## config.mk

```make
export PLATFORM = sky130hd
export DESIGN_NAME = mac_seq_divider_flat
export DESIGN_NICKNAME = d
export VERILOG_FILES = /design/src/rtl/mac_seq_divider_if.sv /design/src/rtl/mac_seq_divider.sv /design/src/flat_wrapper.sv
export SDC_FILE = /design/constraint.sdc
export NUM_CORES = 1
export LEC_CHECK = 0
export BUFFER_PORTS_ARGS = -buffer_cell sky130_fd_sc_hd__buf_4
export CAP_MARGIN = 25
export CORE_ASPECT_RATIO = 0.7
export CORE_UTILIZATION = 30
export DETAILED_ROUTE_END_ITERATION = 16
export PLACE_DENSITY = 0.52
export SLEW_MARGIN = 20
export SYNTH_ARGS = -nofsm -noshare
export SYNTH_HDL_FRONTEND = slang
export SYNTH_SLANG_ARGS = --single-unit
export TNS_END_PERCENT = 50
```

## constraint.sdc

```tcl
create_clock -name clk -period 2.2 [get_ports clk]
set_input_delay 0.44 -clock clk [delete_from_list [all_inputs] [get_ports clk]]
set_output_delay 0.44 -clock clk [all_outputs]
set_load 0.01 [all_outputs]
```

## src/rtl/mac_seq_divider_if.sv

```systemverilog
// mac_seq_divider_if: valid/ready operand and result bundle for the sequential divider
interface mac_seq_divider_if #(
    parameter int DW_N = 16,
    parameter int DW_D = 8
);
    logic            in_valid;
    logic            in_ready;
    logic [DW_N-1:0] dividend;
    logic [DW_D-1:0] divisor;
    logic            out_valid;
    logic            out_ready;
    logic [DW_N-1:0] quotient;
    logic [DW_D-1:0] remainder;
    logic            div_by_zero;
    logic            busy;

    modport master (
        output in_valid, dividend, divisor, out_ready,
        input  in_ready, out_valid, quotient, remainder, div_by_zero, busy
    );
    modport slave (
        input  in_valid, dividend, divisor, out_ready,
        output in_ready, out_valid, quotient, remainder, div_by_zero, busy
    );
endinterface

```

## src/rtl/mac_seq_divider.sv

```systemverilog
// mac_seq_divider: radix-2 restoring divider, one quotient bit per cycle, valid/ready both sides.
// DIV_SIGNED_EN selects two's complement operands (truncating quotient, remainder follows dividend).
module mac_seq_divider #(
    parameter int DW_N = 16,
    parameter int DW_D = 8
) (
    input  logic              clk,
    input  logic              rst,
    mac_seq_divider_if.slave  bus
);
    localparam int CW = $clog2(DW_N + 1);

    typedef enum logic [1:0] {IDLE, CALC, DONE} state_t;

    state_t          state_q, state_d;
    logic [CW-1:0]   cnt_q;
    logic [DW_N-1:0] q_q;
    logic [DW_D-1:0] rem_q;
    logic [DW_D-1:0] dvs_q;
    logic            dz_q;
    logic [DW_N-1:0] quo_q;
    logic [DW_D-1:0] rmd_q;
    logic            dzo_q;
    logic [DW_D:0]   shifted, trial;
    logic [DW_D-1:0] rem_nxt, rem_fin, mag_d;
    logic [DW_N-1:0] q_nxt, q_fin, mag_n;
    logic            accept, last;

    assign accept = state_q == IDLE && bus.in_valid;
    assign last   = state_q == CALC && cnt_q == CW'(1);

    // Remainder stays below the divisor, so the DW_D+1-bit trial is signed-safe.
    assign shifted = {rem_q, q_q[DW_N-1]};
    assign trial   = shifted - {1'b0, dvs_q};
    assign rem_nxt = trial[DW_D] ? shifted[DW_D-1:0] : trial[DW_D-1:0];
    assign q_nxt   = {q_q[DW_N-2:0], ~trial[DW_D]};

`ifdef DIV_SIGNED_EN
    logic sq_q, sn_q;
    assign mag_n   = bus.dividend[DW_N-1] ? -bus.dividend : bus.dividend;
    assign mag_d   = bus.divisor[DW_D-1] ? -bus.divisor : bus.divisor;
    assign q_fin   = sq_q ? -q_nxt : q_nxt;
    assign rem_fin = sn_q ? -rem_nxt : rem_nxt;
    always_ff @(posedge clk or posedge rst)
        if (rst) begin
            sq_q <= 1'b0;
            sn_q <= 1'b0;
        end else if (accept) begin
            sq_q <= bus.dividend[DW_N-1] ^ bus.divisor[DW_D-1];
            sn_q <= bus.dividend[DW_N-1];
        end
`else
    assign mag_n   = bus.dividend;
    assign mag_d   = bus.divisor;
    assign q_fin   = q_nxt;
    assign rem_fin = rem_nxt;
`endif

    always_ff @(posedge clk or posedge rst)
        if (rst) state_q <= IDLE;
        else     state_q <= state_d;

    always_comb
        state_d = accept                          ? CALC :
                  last                            ? DONE :
                  state_q == DONE && bus.out_ready ? IDLE : state_q;

    always_comb begin
        bus.in_ready  = state_q == IDLE;
        bus.busy      = state_q == CALC;
        bus.out_valid = state_q == DONE;
    end

    always_ff @(posedge clk or posedge rst)
        if (rst) begin
            cnt_q <= '0;
            q_q   <= '0;
            rem_q <= '0;
            dvs_q <= '0;
            dz_q  <= 1'b0;
            quo_q <= '0;
            rmd_q <= '0;
            dzo_q <= 1'b0;
        end else if (accept) begin
            cnt_q <= CW'(DW_N);
            q_q   <= mag_n;
            rem_q <= '0;
            dvs_q <= mag_d;
            dz_q  <= bus.divisor == '0;
        end else if (state_q == CALC) begin
            cnt_q <= cnt_q - CW'(1);
            q_q   <= q_nxt;
            rem_q <= rem_nxt;
            if (last) begin
                quo_q <= dz_q ? '1 : q_fin;
                rmd_q <= dz_q ? '0 : rem_fin;
                dzo_q <= dz_q;
            end
        end

    assign bus.quotient    = quo_q;
    assign bus.remainder   = rmd_q;
    assign bus.div_by_zero = dzo_q;
endmodule

```

## src/flat_wrapper.sv

```systemverilog
// flat-port wrapper written by rule: the top's interface ports become plain ports
module mac_seq_divider_flat 
#(
    parameter int DW_N = 16,
    parameter int DW_D = 8
)
  (clk, rst, bus_in_valid, bus_dividend, bus_divisor, bus_out_ready, bus_in_ready, bus_out_valid, bus_quotient, bus_remainder, bus_div_by_zero, bus_busy);
  mac_seq_divider_if #(.DW_N(DW_N), .DW_D(DW_D)) bus_i ();
  input  logic clk;
  input  logic rst;
  input wire logic [$bits(bus_i.in_valid)-1:0] bus_in_valid;
  input wire logic [$bits(bus_i.dividend)-1:0] bus_dividend;
  input wire logic [$bits(bus_i.divisor)-1:0] bus_divisor;
  input wire logic [$bits(bus_i.out_ready)-1:0] bus_out_ready;
  output wire logic [$bits(bus_i.in_ready)-1:0] bus_in_ready;
  output wire logic [$bits(bus_i.out_valid)-1:0] bus_out_valid;
  output wire logic [$bits(bus_i.quotient)-1:0] bus_quotient;
  output wire logic [$bits(bus_i.remainder)-1:0] bus_remainder;
  output wire logic [$bits(bus_i.div_by_zero)-1:0] bus_div_by_zero;
  output wire logic [$bits(bus_i.busy)-1:0] bus_busy;
  assign bus_i.in_valid = bus_in_valid;
  assign bus_i.dividend = bus_dividend;
  assign bus_i.divisor = bus_divisor;
  assign bus_i.out_ready = bus_out_ready;
  assign bus_in_ready = bus_i.in_ready;
  assign bus_out_valid = bus_i.out_valid;
  assign bus_quotient = bus_i.quotient;
  assign bus_remainder = bus_i.remainder;
  assign bus_div_by_zero = bus_i.div_by_zero;
  assign bus_busy = bus_i.busy;
  mac_seq_divider #(.DW_N(DW_N), .DW_D(DW_D)) u_core (.clk(clk), .rst(rst), .bus(bus_i));
endmodule
```

---- Word-level counts from Yosys, hierarchy flattened ----
Index checks and enable logic that the tools add are counted.
cells by class
  $add $sub $neg .......................... 2
  equality and inequality tests ........... 3
  mux-type cells .......................... 12
  bitwise logic cells ..................... 2
  reduce and logical (&&, ||, !) cells .... 8
operator list
  cell                 count
  $mux 16              3
  $mux 8               4
  $mux 5               2
  $sub 9x8->9          1
  $logic_not 8->1      1
  $mux 2               3
  $eq 5x1->1 const B   1
  $sub 5x1->5 const B  1
  $logic_and 1x1->1    3
  $reduce_and 3->1     1
  $reduce_bool 3->1    1
  $eq 2x1->1 const B   1
  $eq 2x2->1 const B   1
  $logic_not 2->1      1
  $not 1->1            2
  $reduce_bool 2->1    1
word-level totals
  register bits ........................... 65
  bits of input ports ..................... 28
  output and inout bits ................... 28
  logic and storage cells ................. 36

---- Logic depth before layout (Yosys ltp) ----
Gate-level depths: netlist (run 1).
  depth in word-level cells ............... 5
  mapped depth ............................ 12
  mapped depth without buffers ............ 10

---- Worst setup path after synthesis (run 1) ----
No wires, ideal clock.
  path type ............................... reg2reg
  from .................................... register u_core.q_q[15]
  to ...................................... register u_core.rem_q[0]
  library setup time ...................... 0.130 ns
  data arrival time ....................... 2.215 ns
  data required time ...................... 2.070 ns
  setup slack ............................. -0.145 ns
  stages on the path, launching flop included .. 12
  path buffers ............................ 2
  clock period less this slack ............ 2.345 ns
  cell sequence ........................... dfrtp_1 inv_1 ha_1 inv_1 fa_1 a211oi_2 o211ai_1 a221o_1 buf_6 buf_6 a21oi_1 o21ai_1
between the ends
  word-level cells in the longest chain between the ends .. 4
RTL lines
  item                    line                   text
  start, declared         mac_seq_divider.sv:17  logic [DW_N-1:0] q_q;
  start signal, assigned  mac_seq_divider.sv:86  q_q <= mag_n;
  start signal, assigned  mac_seq_divider.sv:92  q_q <= q_nxt;
  $sub 9x8->9             mac_seq_divider.sv:34  assign trial = shifted - {1'b0, dvs_q};
  $mux 8 *                mac_seq_divider.sv:35  assign rem_nxt = trial[DW_D] ? shifted[DW_D-1:0] : trial[DW_D-1:0];
  $mux 8 *                mac_seq_divider.sv:90  end else if (state_q == CALC) begin
  $mux 8 *                mac_seq_divider.sv:84  end else if (accept) begin
  end signal, assigned    mac_seq_divider.sv:93  rem_q <= rem_nxt;
  end, declared           mac_seq_divider.sv:18  logic [DW_D-1:0] rem_q;
Every way passes the cells marked *; elsewhere a longest branch is shown, timed or not. The select of a mux whose other input is x is not followed.
A chain may end at the register's enable or synchronous reset.

---- Worst setup path in the final report (run 1) ----
  from .................................... register u_core.q_q[15]
  to ...................................... register u_core.rem_q[1]
between the ends
  word-level cells in the longest chain between the ends .. 4
RTL lines
  item         line
  $sub 9x8->9  mac_seq_divider.sv:34
  $mux 8       mac_seq_divider.sv:35
  $mux 8       mac_seq_divider.sv:90
  $mux 8       mac_seq_divider.sv:84
No other way between the ends. The select of a mux whose other input is x is not followed.

==> impl_results.md, run 1 <==
* Setup crit end: u_core.rem_q[1]
* Storage cell area at 1630 um2
* Synth Register Bits at 65
* Net count, final at 461
* Syn avg cell area at 9.06 um2
* Setup TNS at -3.21 ns
* Post-synth top area cell: dfrtp_1
* CTS Buf Count at 9
* Max-slew violations at 0
* Most frequent cells in the layout: buf_4, nand2_1, dfrtp_1
* Cells after Synth at 340
* Initial core utilization at 0.313
* Vias in the first global route at 2560
* RSZ-0062 raised after global routing: true
* Die height at 86.8 um
* Post-synth cell types at 39
* Top cells by area, synth: dfrtp_1, nand2_1, o21ai_0
* Clock latency reported for the late side of the worst-skew pair at 0.33 ns
* Worst-path fanout max at 6
* Most common cell after layout, fill and taps aside: buf_4
* Worst slack, placed at -0.348 ns
* CTS Root Cell: clkbuf_16
* Worst Tran Pin Value at 0.821 ns
* Max Root-Sink Buffers at 2
* Grt total ovfl at 0
* Clock slew at reported path FFs at 0.05 ns
* IO Count at 56
* Core Area at 9830 um2
* Layout cell share with drive strength beyond 1 at 0.293
* Post-Syn Nets at 379
* Fillers at 978
* GPL Wtd Cong at 0.807
* Status: complete, but fails checks
* PD cells at 684 nW/um2
* Max-Cap Viols at 0
* Critical Path Source: u_core.q_q[15]
* Antenna-violating nets left at 0
* P_leak at 0.00209 uW
* Setup Skew at 0.00663 ns
* Worst setup margin at -0.210 ns
* Setup slack, reg-to-reg at -0.21 ns
* DR iter-0 viols at 156
* Startpoint Class: flip-flop
* Worst EP arrival at 2.61 ns
* Critical path endpoint category: flip-flop
* DRC viols at 0
* Commonest register cell after synthesis: dfrtp_1
* HPWL Detailed at 5550 um
* Crit path time final at 2.41 ns
* Die area at 10700 um2
* Hold Slack at 0.187 ns
* DR vias/cell at 4.82
* Die X at 123 um
* Yosys warning count at 0
* Layout area overhead at 38.5%
* CP Data Required Time at 2.40 ns
* FF-to-FF Start: u_core.q_q[15]
* Final setup vio count at 18
* Vias at 2676
* Clk sink count at 65
* Failing checks: setup timing
* Number of synthesized flops with an enable pin at 0
* Reg-to-Reg End: u_core.rem_q[1]
* Rows at 30
* Post-Layout Inst Area at 4270 um2
* Number of port buffers at 55
* H-tree depth at 3
* Detailed Routing Iterations Pass 1 at 4
* TritonCTS clock tree: built
* Hold WC Path Type: primary input to async pin
* Post-DR wirelength/cell at between 15 and 20 um
* Max Freq at 415 MHz
* First-pass GRT wire length at around 14000 um
* Final Total Pwr at 2920 uW
* Final Hold Fails at 0
* Rel. slew slack at 0.451
* Initial antenna violation count at 0
* Worst ir drop on vdd at 0.000351 V
* Tcrit/Tclk final at 1.10
* Final wirelength at 8340 um
* Synthesized area at 3080 um2
* Area of the multi-input gates at 1390 um2
* Largest net degree at the start of global routing at 66
* Worst Reg2Reg Path Length in Cells at 10
* ANT cells at 0
* Placed Area at 3730 um2
* Sequential share of the synthesized area at 0.528
* Yosys top cell area share at 0.528
* Overall Global Routing Usage at 0.171
* Async SR Flop Fraction at 1.00
* Critical path type: flip-flop to flip-flop
* Count of hold-fix buffers inserted at cts at 0
[where the power goes]
group	internal (uW)	switching, uW
clock network	1140	518
logic	34.8	35.3
registers	1200	0
total	2370	553
[worst min-delay path by stage]
stage / to / depth (start not counted)
after floorplan: u_core.dvs_q[0] / 2
after global placement: u_core.bus.quotient[5] / 2
after detailed placement: u_core.bus.quotient[12] / 2
after CTS: u_core.dvs_q[7] / 3
after global routing: u_core.bus.quotient[5] / 3
final: u_core.dvs_q[3] / 3
[through the flow]
stage / instances / util
2_1_floorplan: 340 / -
3_3_place_gp: 523 / 0.379
3_5_place_dp: 523 / 0.379
4_1_cts: 557 / 0.433
5_1_grt: 555 / 0.434
6_report: 555 / 0.434
[cells in the mapped netlist, types with 4 or more instances]
master / count
ha_1: 10
nand2_1: 76
nor2_1: 33
a22oi_1: 8
dfrtp_1: 65
a21oi_1: 10
clkbuf_1: 14
inv_1: 15
o21a_1: 4
a31oi_1: 7
xnor2_1: 5
o21ai_0: 38
o21ai_1: 8
nand3_1: 11
[routing by layer]
layer  routed length (um)  track usage
met1                 4440        0.264
met2                 3320        0.229
met3                  545       0.0546
met4                   33       0.0329
met5                    0            0
[final cells by class]
cell class | count | share of cell area
Tap cell | 128 | 0.0375
Timing Repair Buffer | 89 | 0.160
Multi-Input combinational cell | 242 | 0.327
Inverter | 15 | 0.0132
Clock inverter | 5 | 0.0240
Sequential cell | 65 | 0.381
Clock buffer | 11 | 0.0569
[state kept, by name (all words and copies together) (netlist names)]
register / flops
u_core.cnt_q: 5
u_core.q_q: 16
u_core.dvs_q: 8
u_core.rem_q: 8
u_core.dz_q: 1
u_core.state_q: 2
u_core.bus.div_by_zero: 1
u_core.bus.quotient: 16
u_core.bus.remainder: 8
[critical path, stage by stage, from the launching register on]
cell      delay (ns)
dfrtp_1         0.40
inv_2           0.09
ha_4            0.14
inv_2           0.04
fa_2            0.38
a211oi_4        0.24
o211ai_1        0.13
a221o_2         0.44
buf_6           0.16
mux2i_2         0.19
o21ai_1         0.08
[kinds of logic after synthesis]
family / share of synthesized area
fa+ha+maj: 0.0471
xor+xnor: 0.0142
simple gates: 0.179
compound gates: 0.177
buf+inv: 0.0471
mux: 0.00690
flops: 0.528
[repair_timing]
action / CTS / global route
pin swaps: 9 / 7
cloned: 1 / 0
resized for setup: 17 / 8
setup endpoints to repair: 18 / 19
buffers inserted: 17 / 1
(Power assumes the default switching activity.)
==> run 2: changes to the inputs <==
--- a/config.mk
+++ b/config.mk
@@ -8,11 +8,11 @@
 export BUFFER_PORTS_ARGS = -buffer_cell sky130_fd_sc_hd__buf_4
 export CAP_MARGIN = 25
 export CORE_ASPECT_RATIO = 0.7
-export CORE_UTILIZATION = 30
+export CORE_UTILIZATION = 45
 export DETAILED_ROUTE_END_ITERATION = 16
-export PLACE_DENSITY = 0.52
+export PLACE_DENSITY = 0.71
 export SLEW_MARGIN = 20
 export SYNTH_ARGS = -nofsm -noshare
 export SYNTH_HDL_FRONTEND = slang
 export SYNTH_SLANG_ARGS = --single-unit
-export TNS_END_PERCENT = 50
+export TNS_END_PERCENT = 30
==> run 2 against run 1 <==
The flow still finishes with violations (setup timing). Sequential share of layout area grew 2.0 points. Clock-buffer cell count down 1. Design area is 4.9% lower. First-iteration DRC count rose by 24%. Non-clock buffer count fell by 6. Core utilization increased by 20 points. Total power decreased by 22%. Global-route usage up 7.6 points. Combinational power rose by 2%. Sequential cell count stayed put. Clock power shrank 39%. Critical path type unchanged. Highest routed layer unchanged.
==> impl_results.md, run 2 (same netlist as run 1, synthesis figures left out) <==
* DRC viols at 0 (unchanged)
* Combinational cell fraction of total power at 0.032 (+0.008)
* Rel. slew slack at 0.442 (-0.00901)
* IO Count at 56 (unchanged)
* Die X at 101 um (-18%)
* Tcrit/Tclk final at 1.11 (+0.0153)
* Hold WC Path Type: primary input to async pin
* Int Pwr at 1780 uW (-25%)
* CTS Buf Count at 9 (unchanged)
* Net Sw Power at 494 uW (-11%)
* Worst setup margin at -0.244 ns (-0.0336 ns)
* RSZ-0062 raised after global routing: true
* Hold Slack at 0.0716 ns (-0.116 ns)
* Max Root-Sink Buffers at 2 (unchanged)
* Initial core utilization at 0.479 (+0.166)
* Worst EP arrival at 2.67 ns (+0.06 ns)
* Fillers at 567 (-42%)
* Worst Tran Pin Value at 0.834 ns (+0.0135 ns)
* Core Area at 6430 um2 (-35%)
* Count of hold-fix buffers inserted at cts at 0 (unchanged)
* TritonCTS clock tree: built
* Post-Layout Inst Area at 4060 um2 (-4.9%)
* Overall Global Routing Usage at 0.247 (+0.0757)
* Final std cells w/o fill at 511 (-7.9%)
* HPWL Detailed at 5450 um (-1.9%)
* Final Total Pwr at 2270 uW (-22%)
* Crit path time final at 2.44 ns (+0.0336 ns)
* Vias at 2655 (-0.78%)
* Status: complete, but fails checks
* Clock Power Share at 0.442 (-0.124)
* DR iter-0 viols at 194 (+24%)
* Grt total ovfl at 0 (unchanged)
* Final wirelength at 7880 um (-5.5%)
* Slowest Stage Delay on Critical Path at 0.45 ns (about the same)
* Critical path type: flip-flop to flip-flop
* Most frequent cells in the layout: buf_4, nand2_1, dfrtp_1
* CTS Root Cell: clkbuf_8
* Vias in the first global route at 2554 (-0.23%)
* Max Freq at 409 MHz (-1.4%)
* Post-DR wirelength/cell at 15.4 um (+2.6%)
* DR vias/cell at 5.20 (+7.8%)
* Antenna-violating nets left at 0 (unchanged)
* Clock slew at reported path FFs at 0.07 ns (+0.02 ns)
* Detailed Routing Iterations Pass 1 at 4 (unchanged)
* Net Sw Frac at 0.218 (+0.0282)
* Layout area overhead at 31.8%
* CP Data Required Time at 2.43 ns (+0.03 ns)
* First-pass GRT wire length at 13000 um (-4.1%)
* PD cells at 559 nW/um2 (-18%)
* Most common cell after layout, fill and taps aside: buf_4
* Final Hold Fails at 0 (unchanged)
* Slowest-stage cell, CP: a221o_2
* CP Cell Sequence: inv_2 -> ha_4 -> inv_2 -> fa_2 -> a211oi_4 -> o211ai_1 -> a221o_2 -> buf_6 -> buf_6 -> a21oi_4 -> o21ai_1
* Clk sink count at 65 (unchanged)
* Dpl cells at 491 (-6.1%)
* H-tree depth at 3 (unchanged)
* P_leak at 0.00200 uW (-4.3%)
* GPL Wtd Cong at 0.927 (+15%)
* Net count, final at 454 (-1.5%)
* Number of port buffers at 55 (unchanged)
* Failing checks: setup timing
* Worst ir drop on vdd at 0.000295 V (-16%)
* Die height at 71.2 um (-18%)
* Critical path endpoint category: flip-flop
* Max-Cap Viols at 0 (unchanged)
* Setup Skew at 0.00707 ns (+0.000445 ns)
* Layout cell share with drive strength beyond 1 at 0.298 (+0.00488)
* Rows at 24 (-20%)
* Worst path top cell family by delay: compound AO/OA/AOI/OAI gates
* Buffers & Inverters on Critical Path at 4 (+1)
* Clock latency reported for the late side of the worst-skew pair at 0.35 ns (+0.02 ns)
* Final setup vio count at 18 (unchanged)
* Max-slew violations at 0 (unchanged)
* Storage cell area at 1630 um2 (unchanged)
* Largest net degree at the start of global routing at 43 (-35%)
* ANT cells at 0 (unchanged)
* Reg power frac at 0.526 (+0.116)
* Placed Area at 3710 um2 (-0.57%)
* Area of the multi-input gates at 1420 um2 (+2.0%)
* Worst-path fanout max at 6 (unchanged)
* Initial antenna violation count at 0 (unchanged)
* Die area at 7190 um2 (-33%)
* Startpoint Class: flip-flop
[run 2: cell type report]
cell class / instances / area share
clock buffers: 10 / 0.0339
clock inverters: 6 / 0.0142
inverters: 15 / 0.0139
multi-input cells: 241 / 0.350
flip-flops and latches: 65 / 0.401
well taps: 91 / 0.0281
repair buffers: 83 / 0.159
[run 2: path summary, 6_finish.rpt]
kind / start / endpoint / slack [ns] / cells past startpoint
max in group asynchronous: rst / u_core.cnt_q[1] / 1.40 / 4
worst min register to register: u_core.bus.quotient[2] / u_core.bus.quotient[2] / 0.48 / 2
worst max-delay path: u_core.q_q[15] / u_core.rem_q[2] / -0.24 / 11
worst min-delay path: rst / u_core.bus.quotient[2] / 0.07 / 2
min in group clk: bus_divisor[2] / u_core.dvs_q[2] / 0.30 / 3
worst max register to register: u_core.q_q[15] / u_core.rem_q[2] / -0.24 / 11
[run 2: repair_timing]
item | 4_1_cts | 5_1_grt
gates resized for setup | 24 | 15
endpoints found under the setup margin | 18 | 18
pin swaps | 7 | 9
hold endpoints to repair | 0 | 0
buffers inserted | 4 | 0
[run 2: stage by stage]
| stage | worst slack, ns | TNS, ns | utilization |
|---|---|---|---|
| final | -0.244 | -3.50 | 0.632 |
| after global routing | -0.354 | -5.47 | 0.632 |
| after CTS | -0.298 | -4.62 | 0.623 |
| after detailed placement | -0.326 | -4.79 | 0.577 |
| after global placement | -0.243 | -3.71 | 0.577 |
| after floorplan | -0.117 | -1.63 | - |
[run 2: power by group through the flow]
stage | Sequential [uW] | Clock, uW | Combinational (uW)
finish | 1190 | 1000 | 71.5
global route | 1190 | 1090 | 79.7
CTS | 1190 | 1030 | 73.4
detailed placement | 1220 | 0 | 73.2
global placement | 1220 | 0 | 72.3
floorplan | 1220 | 0 | 18.7
[run 2: per-layer routing]
metal | track usage | up-vias | part of all wire
met1 | 0.367 | 1255 | 0.48
met2 | 0.340 | 88 | 0.43
met4 | 0.0531 | 0 | 0.0091
met5 | 0 | - | 0
li1 | - | 1305 | -
met3 | 0.0966 | 7 | 0.082
